[config.mk]
export PLATFORM = sky130hd
export DESIGN_NAME = knn_sched_flat
export DESIGN_NICKNAME = d
export VERILOG_FILES = /design/src/rtl/knn_sched_if.sv /design/src/rtl/knn_sched.sv /design/src/flat_wrapper.sv
export SDC_FILE = /design/constraint.sdc
export NUM_CORES = 1
export LEC_CHECK = 0
export CORE_MARGIN = 5
export CORE_UTILIZATION = 40
export DETAILED_ROUTE_END_ITERATION = 6
export PLACE_DENSITY = 0.63
export SYNTH_ARGS = -nofsm -noshare
export SYNTH_HDL_FRONTEND = slang
export SYNTH_SLANG_ARGS = --single-unit
[constraint.sdc]
create_clock -name clk -period 4.6 [get_ports clk]
set_clock_uncertainty 0.05 [all_clocks]
set_input_delay 1.15 -clock clk [delete_from_list [all_inputs] [get_ports clk]]
set_output_delay 1.15 -clock clk [all_outputs]
set_load 0.1 [all_outputs]
[src/rtl/knn_sched_if.sv]
// Signal bundle between knn_sched and its surroundings (CPU regs, training RAM, knn_core).
// slave = the scheduler itself, master = everything that drives it.
interface knn_sched_if #(
   parameter int DATA_W  = 32,
   parameter int COORD_W = 16,
   parameter int LABEL_W = 8,
   parameter int K       = 4,
   parameter int NPTS_W  = 8
) ();
   logic                           clr;
   logic                           start;
   logic [NPTS_W-1:0]              n_points;
   logic [COORD_W-1:0]             test_x;
   logic [COORD_W-1:0]             test_y;
   logic                           mem_en;
   logic [NPTS_W-1:0]              mem_addr;
   logic [LABEL_W+2*COORD_W-1:0]   mem_rdata;
   logic                           dist_en;
   logic [COORD_W-1:0]             dist_x1;
   logic [COORD_W-1:0]             dist_y1;
   logic [COORD_W-1:0]             dist_x2;
   logic [COORD_W-1:0]             dist_y2;
   logic [2*DATA_W-1:0]            dist_value;
   logic                           busy;
   logic                           done;
   logic [K-1:0]                   nn_valid;
   logic [K*LABEL_W-1:0]           nn_label;
   logic [2*DATA_W-1:0]            nn_dist0;

   modport slave (
      input  clr, start, n_points, test_x, test_y, mem_rdata, dist_value,
      output mem_en, mem_addr, dist_en, dist_x1, dist_y1, dist_x2, dist_y2,
             busy, done, nn_valid, nn_label, nn_dist0
   );
   modport master (
      output clr, start, n_points, test_x, test_y, mem_rdata, dist_value,
      input  mem_en, mem_addr, dist_en, dist_x1, dist_y1, dist_x2, dist_y2,
             busy, done, nn_valid, nn_label, nn_dist0
   );
endinterface

[src/rtl/knn_sched.sv]
// KNN scan sequencer: walks the training RAM, drives knn_core and keeps a sorted
// list of the K nearest samples (entry 0 = nearest, ties keep the older entry first).
module knn_sched #(
   parameter int DATA_W   = 32,
   parameter int COORD_W  = 16,
   parameter int LABEL_W  = 8,
   parameter int K        = 4,
   parameter int NPTS_W   = 8,
   parameter int DIST_LAT = 1
) (
   input  logic      clk,
   input  logic      rst,
   knn_sched_if.slave bus
);
   localparam int DW    = 2*DATA_W;
   localparam int CNT_W = (DIST_LAT > 1) ? $clog2(DIST_LAT) : 1;

   typedef enum logic [2:0] {IDLE, FETCH, WAIT, CALC, INSERT, DONE} state_t;

   state_t                         state_q, state_d;
   logic [NPTS_W-1:0]              idx_q, idx_d, npts_q, npts_d, idx_inc;
   logic [COORD_W-1:0]             tx_q, tx_d, ty_q, ty_d, sx_q, sx_d, sy_q, sy_d;
   logic [LABEL_W-1:0]             slab_q, slab_d;
   logic [DW-1:0]                  nd_q, nd_d;
   logic [CNT_W-1:0]               cnt_q, cnt_d;
   logic [K-1:0][DW-1:0]           ldist_q, ldist_d, ins_dist;
   logic [K-1:0][LABEL_W-1:0]      llab_q, llab_d, ins_lab;
   logic [K-1:0]                   lvld_q, lvld_d, ins_vld;
   logic                           mem_en_q, mem_en_d, dist_en_q, dist_en_d;
   logic                           busy_q, busy_d, done_q, done_d;
   logic [NPTS_W-1:0]              mem_addr_q, mem_addr_d;
   logic                           found;
   int                             pos;

   // Insertion point: first invalid slot or first strictly larger distance.
   always_comb begin
      found    = 1'b0;
      pos      = 0;
      ins_dist = ldist_q;
      ins_lab  = llab_q;
      ins_vld  = lvld_q;
      for (int i = 0; i < K; i++) begin
         if (!found && (!lvld_q[i] || (ldist_q[i] > nd_q))) begin
            found = 1'b1;
            pos   = i;
         end
      end
      for (int i = 1; i < K; i++) begin
         if (found && (i > pos)) begin
            ins_dist[i] = ldist_q[i-1];
            ins_lab[i]  = llab_q[i-1];
            ins_vld[i]  = lvld_q[i-1];
         end
      end
      for (int i = 0; i < K; i++) begin
         if (found && (i == pos)) begin
            ins_dist[i] = nd_q;
            ins_lab[i]  = slab_q;
            ins_vld[i]  = 1'b1;
         end
      end
   end

   always_comb begin
      state_d = state_q;
      idx_d   = idx_q;
      npts_d  = npts_q;
      tx_d    = tx_q;
      ty_d    = ty_q;
      sx_d    = sx_q;
      sy_d    = sy_q;
      slab_d  = slab_q;
      nd_d    = nd_q;
      cnt_d   = cnt_q;
      ldist_d = ldist_q;
      llab_d  = llab_q;
      lvld_d  = lvld_q;
      idx_inc = idx_q + NPTS_W'(1);
      case (state_q)
         IDLE: if (bus.start) begin
            tx_d    = bus.test_x;
            ty_d    = bus.test_y;
            npts_d  = bus.n_points;
            idx_d   = '0;
            ldist_d = '0;
            llab_d  = '0;
            lvld_d  = '0;
            state_d = (bus.n_points == '0) ? DONE : FETCH;
         end
         FETCH: state_d = WAIT;
         WAIT: begin
            slab_d  = bus.mem_rdata[LABEL_W+2*COORD_W-1 -: LABEL_W];
            sx_d    = bus.mem_rdata[2*COORD_W-1 -: COORD_W];
            sy_d    = bus.mem_rdata[COORD_W-1:0];
            cnt_d   = '0;
            state_d = CALC;
         end
         CALC: if (cnt_q == CNT_W'(DIST_LAT-1)) begin
            nd_d    = bus.dist_value;
            state_d = INSERT;
         end else begin
            cnt_d = cnt_q + CNT_W'(1);
         end
         INSERT: begin
            ldist_d = ins_dist;
            llab_d  = ins_lab;
            lvld_d  = ins_vld;
            idx_d   = idx_inc;
            state_d = (idx_inc == npts_q) ? DONE : FETCH;
         end
         DONE:    state_d = IDLE;
         default: state_d = IDLE;
      endcase
      // Soft clear overrides everything, including a same-cycle start.
      if (bus.clr) begin
         state_d = IDLE;
         idx_d   = '0;
         ldist_d = '0;
         llab_d  = '0;
         lvld_d  = '0;
      end
      mem_en_d   = (state_d == FETCH);
      mem_addr_d = (state_d == FETCH) ? idx_d : '0;
      dist_en_d  = (state_d == CALC);
      busy_d     = (state_d == FETCH) || (state_d == WAIT) ||
                   (state_d == CALC)  || (state_d == INSERT);
      done_d     = (state_d == DONE);
   end

   always_ff @(posedge clk or negedge rst) begin
      if (!rst) begin
         state_q    <= IDLE;
         idx_q      <= '0;
         npts_q     <= '0;
         tx_q       <= '0;
         ty_q       <= '0;
         sx_q       <= '0;
         sy_q       <= '0;
         slab_q     <= '0;
         nd_q       <= '0;
         cnt_q      <= '0;
         ldist_q    <= '0;
         llab_q     <= '0;
         lvld_q     <= '0;
         mem_en_q   <= 1'b0;
         mem_addr_q <= '0;
         dist_en_q  <= 1'b0;
         busy_q     <= 1'b0;
         done_q     <= 1'b0;
      end else begin
         state_q    <= state_d;
         idx_q      <= idx_d;
         npts_q     <= npts_d;
         tx_q       <= tx_d;
         ty_q       <= ty_d;
         sx_q       <= sx_d;
         sy_q       <= sy_d;
         slab_q     <= slab_d;
         nd_q       <= nd_d;
         cnt_q      <= cnt_d;
         ldist_q    <= ldist_d;
         llab_q     <= llab_d;
         lvld_q     <= lvld_d;
         mem_en_q   <= mem_en_d;
         mem_addr_q <= mem_addr_d;
         dist_en_q  <= dist_en_d;
         busy_q     <= busy_d;
         done_q     <= done_d;
      end
   end

   assign bus.mem_en   = mem_en_q;
   assign bus.mem_addr = mem_addr_q;
   assign bus.dist_en  = dist_en_q;
   assign bus.dist_x1  = tx_q;
   assign bus.dist_y1  = ty_q;
   assign bus.dist_x2  = sx_q;
   assign bus.dist_y2  = sy_q;
   assign bus.busy     = busy_q;
   assign bus.done     = done_q;
   assign bus.nn_valid = lvld_q;
   assign bus.nn_label = llab_q;
   assign bus.nn_dist0 = ldist_q[0];
endmodule

[src/flat_wrapper.sv]
// flat-port wrapper written by rule: the top's interface ports become plain ports
module knn_sched_flat 
#(
   parameter int DATA_W   = 32,
   parameter int COORD_W  = 16,
   parameter int LABEL_W  = 8,
   parameter int K        = 4,
   parameter int NPTS_W   = 8,
   parameter int DIST_LAT = 1
)
  (clk, rst, bus_clr, bus_start, bus_n_points, bus_test_x, bus_test_y, bus_mem_rdata, bus_dist_value, bus_mem_en, bus_mem_addr, bus_dist_en, bus_dist_x1, bus_dist_y1, bus_dist_x2, bus_dist_y2, bus_busy, bus_done, bus_nn_valid, bus_nn_label, bus_nn_dist0);
  knn_sched_if #(.DATA_W(DATA_W), .COORD_W(COORD_W), .LABEL_W(LABEL_W), .K(K), .NPTS_W(NPTS_W)) bus_i ();
  input  logic clk;
  input  logic rst;
  input wire logic [$bits(bus_i.clr)-1:0] bus_clr;
  input wire logic [$bits(bus_i.start)-1:0] bus_start;
  input wire logic [$bits(bus_i.n_points)-1:0] bus_n_points;
  input wire logic [$bits(bus_i.test_x)-1:0] bus_test_x;
  input wire logic [$bits(bus_i.test_y)-1:0] bus_test_y;
  input wire logic [$bits(bus_i.mem_rdata)-1:0] bus_mem_rdata;
  input wire logic [$bits(bus_i.dist_value)-1:0] bus_dist_value;
  output wire logic [$bits(bus_i.mem_en)-1:0] bus_mem_en;
  output wire logic [$bits(bus_i.mem_addr)-1:0] bus_mem_addr;
  output wire logic [$bits(bus_i.dist_en)-1:0] bus_dist_en;
  output wire logic [$bits(bus_i.dist_x1)-1:0] bus_dist_x1;
  output wire logic [$bits(bus_i.dist_y1)-1:0] bus_dist_y1;
  output wire logic [$bits(bus_i.dist_x2)-1:0] bus_dist_x2;
  output wire logic [$bits(bus_i.dist_y2)-1:0] bus_dist_y2;
  output wire logic [$bits(bus_i.busy)-1:0] bus_busy;
  output wire logic [$bits(bus_i.done)-1:0] bus_done;
  output wire logic [$bits(bus_i.nn_valid)-1:0] bus_nn_valid;
  output wire logic [$bits(bus_i.nn_label)-1:0] bus_nn_label;
  output wire logic [$bits(bus_i.nn_dist0)-1:0] bus_nn_dist0;
  assign bus_i.clr = bus_clr;
  assign bus_i.start = bus_start;
  assign bus_i.n_points = bus_n_points;
  assign bus_i.test_x = bus_test_x;
  assign bus_i.test_y = bus_test_y;
  assign bus_i.mem_rdata = bus_mem_rdata;
  assign bus_i.dist_value = bus_dist_value;
  assign bus_mem_en = bus_i.mem_en;
  assign bus_mem_addr = bus_i.mem_addr;
  assign bus_dist_en = bus_i.dist_en;
  assign bus_dist_x1 = bus_i.dist_x1;
  assign bus_dist_y1 = bus_i.dist_y1;
  assign bus_dist_x2 = bus_i.dist_x2;
  assign bus_dist_y2 = bus_i.dist_y2;
  assign bus_busy = bus_i.busy;
  assign bus_done = bus_i.done;
  assign bus_nn_valid = bus_i.nn_valid;
  assign bus_nn_label = bus_i.nn_label;
  assign bus_nn_dist0 = bus_i.nn_dist0;
  knn_sched #(.DATA_W(DATA_W), .COORD_W(COORD_W), .LABEL_W(LABEL_W), .K(K), .NPTS_W(NPTS_W), .DIST_LAT(DIST_LAT)) u_core (.clk(clk), .rst(rst), .bus(bus_i));
endmodule
==> results of run 1 <==
through the flow:
stage                     setup WS, ns  instance area (um^2)    util
final                           0.5127                 31080  0.4945
after global routing            0.1869                 31070  0.4944
after CTS                       0.1862                 31070  0.4943
after detailed placement        0.2576                 29280  0.4658
after global placement          0.2692                 29280  0.4658
after floorplan                  1.456                 25260       -
state kept, by name, indices dropped and copies added, names as in the netlist:
name	count
u_core.bus.busy	1
u_core.bus.dist_en	1
u_core.bus.dist_x1	16
u_core.bus.dist_x2	16
u_core.bus.dist_y1	16
u_core.bus.dist_y2	16
u_core.bus.done	1
u_core.bus.mem_addr	8
u_core.bus.mem_en	1
u_core.bus.nn_dist0	64
u_core.bus.nn_label	32
u_core.bus.nn_valid	4
u_core.idx_q	8
u_core.ldist_q	192
u_core.nd_q	64
u_core.npts_q	8
u_core.slab_q	8
u_core.state_q	3
report_power, final:
| group | switching (uW) | internal, uW |
|---|---|---|
| Combinational | 3560 | 1660 |
| Sequential | 642 | 4600 |
| Clock | 1770 | 2580 |
placed cells by master, fill, tap and decap left out, types with 24 or more instances in the layout:
| cell | count |
|---|---|
| nand2_1 | 309 |
| a21oi_1 | 99 |
| dfrtp_1 | 459 |
| nand4_1 | 43 |
| nand3_1 | 24 |
| clkdlybuf4s50_1 | 322 |
| o31ai_1 | 66 |
| o21ai_0 | 191 |
| and2_1 | 73 |
| buf_4 | 30 |
| clkbuf_16 | 52 |
| a221o_1 | 72 |
| mux2_2 | 144 |
| nor2_1 | 40 |
| ha_1 | 257 |
| mux2i_1 | 146 |
| inv_1 | 74 |
worst max-delay path, stage by stage (launching register included):
cell,delay (ns)
dfrtp_1,0.44
inv_1,0.15
ha_1,0.34
nand4_1,0.18
nor4_2,0.49
nand4_1,0.45
nor4_1,0.47
nand3_1,0.12
o21a_1,0.19
buf_4,0.18
o21a_1,0.19
nand2_2,0.09
buf_12,0.35
o21ai_0,0.19
layer usage:
metal	up-vias	wire (um)	track usage
met1	9730	33240	0.2899
met2	594	37110	0.3725
li1	9020	-	-
met5	-	13	0
met3	150	5619	0.05958
met4	2	2208	0.06949
cell type report:
| class | instances | area, um^2 |
|---|---|---|
| fillers | 5653 | 31770 |
| repair buffers | 374 | 3884 |
| multi-input cells | 1652 | 12580 |
| clock buffers | 75 | 1518 |
| flip-flops and latches | 459 | 11490 |
| clock inverters | 21 | 275.3 |
| inverters | 74 | 277.8 |
| well taps | 846 | 1059 |
| diodes | 2 | 5.005 |
worst max-delay path by stage:
| stage | from | to | slack [ns] | depth (start not counted) |
|---|---|---|---|---|
| global route | u_core.nd_q[57]$_DFFE_PN0N_ | u_core.bus.nn_label[21]$_DFFE_PN0P_ | 0.19 | 13 |
| detailed placement | u_core.nd_q[57]$_DFFE_PN0N_ | u_core.bus.nn_label[23]$_DFFE_PN0P_ | 0.26 | 13 |
| finish | u_core.nd_q[57]$_DFFE_PN0N_ | u_core.bus.nn_label[21]$_DFFE_PN0P_ | 0.51 | 13 |
| global placement | u_core.nd_q[57]$_DFFE_PN0N_ | u_core.ldist_q[145]$_DFFE_PN0P_ | 0.27 | 13 |
| floorplan | u_core.nd_q[45]$_DFFE_PN0N_ | u_core.bus.nn_valid[3]$_DFFE_PN0P_ | 1.46 | 12 |
| CTS | u_core.nd_q[57]$_DFFE_PN0N_ | u_core.bus.nn_label[21]$_DFFE_PN0P_ | 0.19 | 13 |
kinds of logic after synthesis:
| group | after synthesis |
|---|---|
| simple gates | 571 |
| compound gates | 519 |
| flops | 459 |
| mux | 290 |
| fa+ha+maj | 257 |
| buf+inv | 251 |
| xor+xnor | 15 |
==> impl_metrics.yaml, run 1 <==
worst_setup_path:
  critical_path.endpoint_type: "flop"
  r2r_slack_ns: 0.51
  r2r_end: "u_core.bus.nn_label[21]$_DFFE_PN0P_"
  crit_path_max_fanout: 72
  cp.required_ns: 5.00
  rr_worst_depth: 13
  crit-reg2reg-launch: "u_core.nd_q[57]$_DFFE_PN0N_"
  startpoint_type: "flop"
  arrival_ns: 4.49
  crit_type: "reg2reg"
logic_synthesis:
  muxShareOfSynthArea: 0.1220
  async_flop_share: 1.000
  synth_xor_area_frac: 0.005200
  syn_area_um2: 25260
  yosysMostFrequentCell: "dfrtp_1"
  synth.area.top_cells: "dfrtp_1, ha_1, mux2_2"
  synth_top_family_by_area: "compound AO/OA/AOI/OAI gates"
  yosys.area_share.adder: 0.1273
  syn_avg_cell_area_um2: 10.70
  synth_top_area_frac: 0.4547
  synth_compound_area_frac: 0.1336
  synth_fp_nets: 2767
  yosys.area.top_type: "dfrtp_1"
  yosysWarnings: 0
  syn_inst: 2362
  ys_seq_area_frac: 0.4547
  netlist_top_cells_count: "dfrtp_1, nand2_1, ha_1"
  synth_edf_count: 0
  yosys.area_share.simple: 0.1069
  synth-seq-cells: 459
  yosys_most_used_dff: "dfrtp_1"
  synthDistinctLibCells: 62
detailed_routing:
  ant_nets: 0
  first_iter_violations: 1216
  drc_errors: 0
  wirelength_um: 78190
  wl_per_cell_um: 22.32
  drt_pass1_iterations: 5
  vias: 19500
  vias_per_cell: 5.566
sta:
  worst-slew-pin-transition_ns: 1.154
  rsz0062_at_grt: "false"
  fmax_mhz: 244.7
  slew_violations: 0
  setup_violations: 0
  hold-worst-slack_ns: 0.4560
  slew_headroom: 0.2286
  fin_crit_ns: 4.087
  finalHoldViolations: 0
  tns_ns: 0
  min_period_over_period: 0.8885
layout:
  syn2layout_area_growth_pct: 23.03
  nets: 3018
  drive_above_1_share: 0.1145
  final-instance-count-excl-fill: 3503
floorplanning:
  rows: 92
  start_util: 0.4020
  fp.dieArea_um2: 68280
  die_h_um: 261.3
  core_um2: 62850
  ioPinCount: 324
  die_w_um: 261.3
hold_path:
  hold_end: "u_core.bus.dist_y2[14]$_DFFE_PN0N_"
  whs_path_depth: 1
  hold_class: "reg2reg"
  worstHoldStart: "u_core.bus.dist_y2[14]$_DFFE_PN0N_"
clock_network:
  path_clk_slew_ns: 0.06
  h-tree-depth: 2
  tritoncts: "done"
  cts-buffers-inserted: 52
  numClockSinks: 459
  cts_resized: 0
  ctsHoldBuffers: 0
  clockBufferDepth: 3
  cts_root_buffer: "clkbuf_16"
  postCtsSetupRepairBufs: 0
  clock_latency_ns: 0.61
place:
  gp_congestion: 0.8827
  io_buffers: 323
  dp_hpwl_um: 54640
  placed_cells: 3405
outcome:
  status: "completed"
pwr:
  p_total_uw: 14810
  peakVddDrop_uv: 619.4
  p_leak_uw: 0.01494
  p_per_area_nw_per_um2: 476.5
global_routing:
  grt_usage: 0.2248
  grt_pass1_wl_um: 121400
  grt_start_max_net_pins: 107
  overflow: 0
  grt_pass1_vias: 20700
  antenna_found_initial: 2
run:
  cap_violations: 0
(Power assumes the default switching activity.)
==> inputs of run 2 (changes only) <==
- CORE_UTILIZATION: 40 -> 35
- DONT_BUFFER_PORTS: unset -> 1
- PLACE_DENSITY: 0.63 -> 0.51
==> impl_metrics.yaml, run 2 (same netlist as run 1, synthesis figures left out) <==
global_routing:
  grt_usage: 0.1970
  grt_pass1_vias: 19070
  antenna_found_initial: 14
  grt_start_max_net_pins: 460
  grt_pass1_wl_um: 120600
  overflow: 0
layout:
  regArea_um2: 11490
  multi_input_area_um2: 12570
  fin_area_um2: 28540
  fillCellCount: 6863
  nets: 2763
  utilization: 0.3992
  final-instance-count-excl-fill: 3356
  syn2layout_area_growth_pct: 12.96
  drive_above_1_share: 0.1574
  final_common_cell: "dfrtp_1"
  max_flop_register: "u_core.ldist_q"
  final_cell_mix: "dfrtp_1, nand2_1, ha_1"
  largest_reg_flops: 192
pwr:
  peakVddDrop_uv: 546.4
  p_per_area_nw_per_um2: 507.4
  p_leak_uw: 0.01416
floorplanning:
  core_um2: 71490
  die_h_um: 278.7
  ioPinCount: 324
  fp.dieArea_um2: 77650
  die_w_um: 278.7
  rows: 98
  start_util: 0.3534
worst_setup_path:
  crit_path_max_incr_delay_ns: 0.64
  slowest_stage: "or4_4"
  path_cells: "inv_1 -> ha_1 -> a21oi_1 -> o21ai_0 -> a221oi_1 -> a311o_1 -> nor4bb_1 -> o221ai_2 -> or4_4 -> nand2_8 -> buf_12 -> a221o_1"
  critPathBufInv: 2
  crit_type: "reg2reg"
  critical_path.endpoint_type: "flop"
  cp_num_cells: 12
  rr_worst_depth: 12
  arrival_ns: 4.79
  cp_top_family: "compound AO/OA/AOI/OAI gates"
  cp.required_ns: 5.08
  startpoint_type: "flop"
  crit_path_max_fanout: 23
sta:
  worst-slew-pin-transition_ns: 1.678
  hold-worst-slack_ns: 0.1923
  slew_violations: 109
  tns_ns: 0
  min_period_over_period: 0.9368
  fmax_mhz: 232.1
  rsz0062_at_grt: "false"
  finalHoldViolations: 0
  slew_headroom: -0.1185
  setup_violations: 0
  fin_crit_ns: 4.309
run:
  cap_violations: 0
place:
  gp_congestion: 0.8436
  dp_hpwl_um: 54600
  io_buffers: 0
  placed_cells: 3253
  place_area_um2: 26630
detailed_routing:
  wirelength_um: 78300
  vias: 18360
  drt_pass1_iterations: 7
  wl_per_cell_um: 23.33
  vias_per_cell: 5.469
  ant_nets: 0
  first_iter_violations: 1143
  drc_errors: 0
clock_network:
  cts-buffers-inserted: 53
  ctsHoldBuffers: 0
  cts_resized: 0
  h-tree-depth: 2
  numClockSinks: 459
  tritoncts: "done"
  postCtsSetupRepairBufs: 0
  path_clk_slew_ns: 0.06
  clockBufferDepth: 3
  cts_root_buffer: "clkbuf_16"
  clock_latency_ns: 0.61
hold_path:
  hold_class: "in2async"
outcome:
  violations: "max-slew violations"
  status: "finished, violations left"
==> run 2: cell types whose count changed in the layout (fill, tap and decap cells not counted), moves of 3 or more <==
| cell | before | now |
|---|---|---|
| clkdlybuf4s50_1 | 322 | 0 |
| buf_4 | 30 | 100 |
| clkinv_2 | 9 | 16 |
| clkbuf_1 | 10 | 4 |
| bufinv_16 | 5 | 9 |
| clkbuf_8 | 13 | 9 |
| buf_12 | 21 | 18 |
| clkinv_8 | 3 | 0 |
==> run 2: power breakdown <==
group | switching, uW | total [uW] | internal, uW
clock | 1830 | 4600 | 2770
combinational | 1780 | 3000 | 1220
sequential | 2320 | 6880 | 4560
total | 5930 | 14500 | 8550
==> run 2: per-stage QoR <==
step | worst slack [ns] | power (uW)
3_5_place_dp | 0.3307 | 9937
5_1_grt | 0.06383 | 15270
6_report | 0.2907 | 14480
2_1_floorplan | 1.456 | 8817
4_1_cts | 0.3191 | 14620
3_3_place_gp | 0.3485 | 9868
==> run 2: worst paths after layout <==
| kind | slack, ns | start | to |
|---|---|---|---|
| min in group clk | 0.45 | u_core.ldist_q[130]$_DFFE_PN0P_ | u_core.ldist_q[130]$_DFFE_PN0P_ |
| setup reg to reg | 0.29 | u_core.nd_q[7]$_DFFE_PN0N_ | u_core.bus.nn_label[29]$_DFFE_PN0P_ |
| hold / removal | 0.19 | rst | u_core.nd_q[25]$_DFFE_PN0N_ |
| max in group asynchronous | 2.95 | rst | u_core.ldist_q[107]$_DFFE_PN0P_ |
| setup / recovery | 0.29 | u_core.nd_q[7]$_DFFE_PN0N_ | u_core.bus.nn_label[29]$_DFFE_PN0P_ |
| hold reg to reg | 0.45 | u_core.ldist_q[130]$_DFFE_PN0P_ | u_core.ldist_q[130]$_DFFE_PN0P_ |
==> run 2: cell type report <==
class	instances	share of cell area
multi-input combinational	1652	0.4405
tap	950	0.04165
inverter	74	0.009733
clock inverter	33	0.01504
timing repair buffer	118	0.03893
sequential	459	0.4025
antenna	4	0.0003508
clock buffer	66	0.05134
==> run 2: routing by layer <==
layer / up-vias / GRT usage / share of wire
met4: 14 / 0.05186 / 0.027
met3: 125 / 0.05786 / 0.075
met5: - / 0 / 0.0012
met2: 506 / 0.3243 / 0.47
li1: 8527 / - / -
met1: 9183 / 0.2559 / 0.42
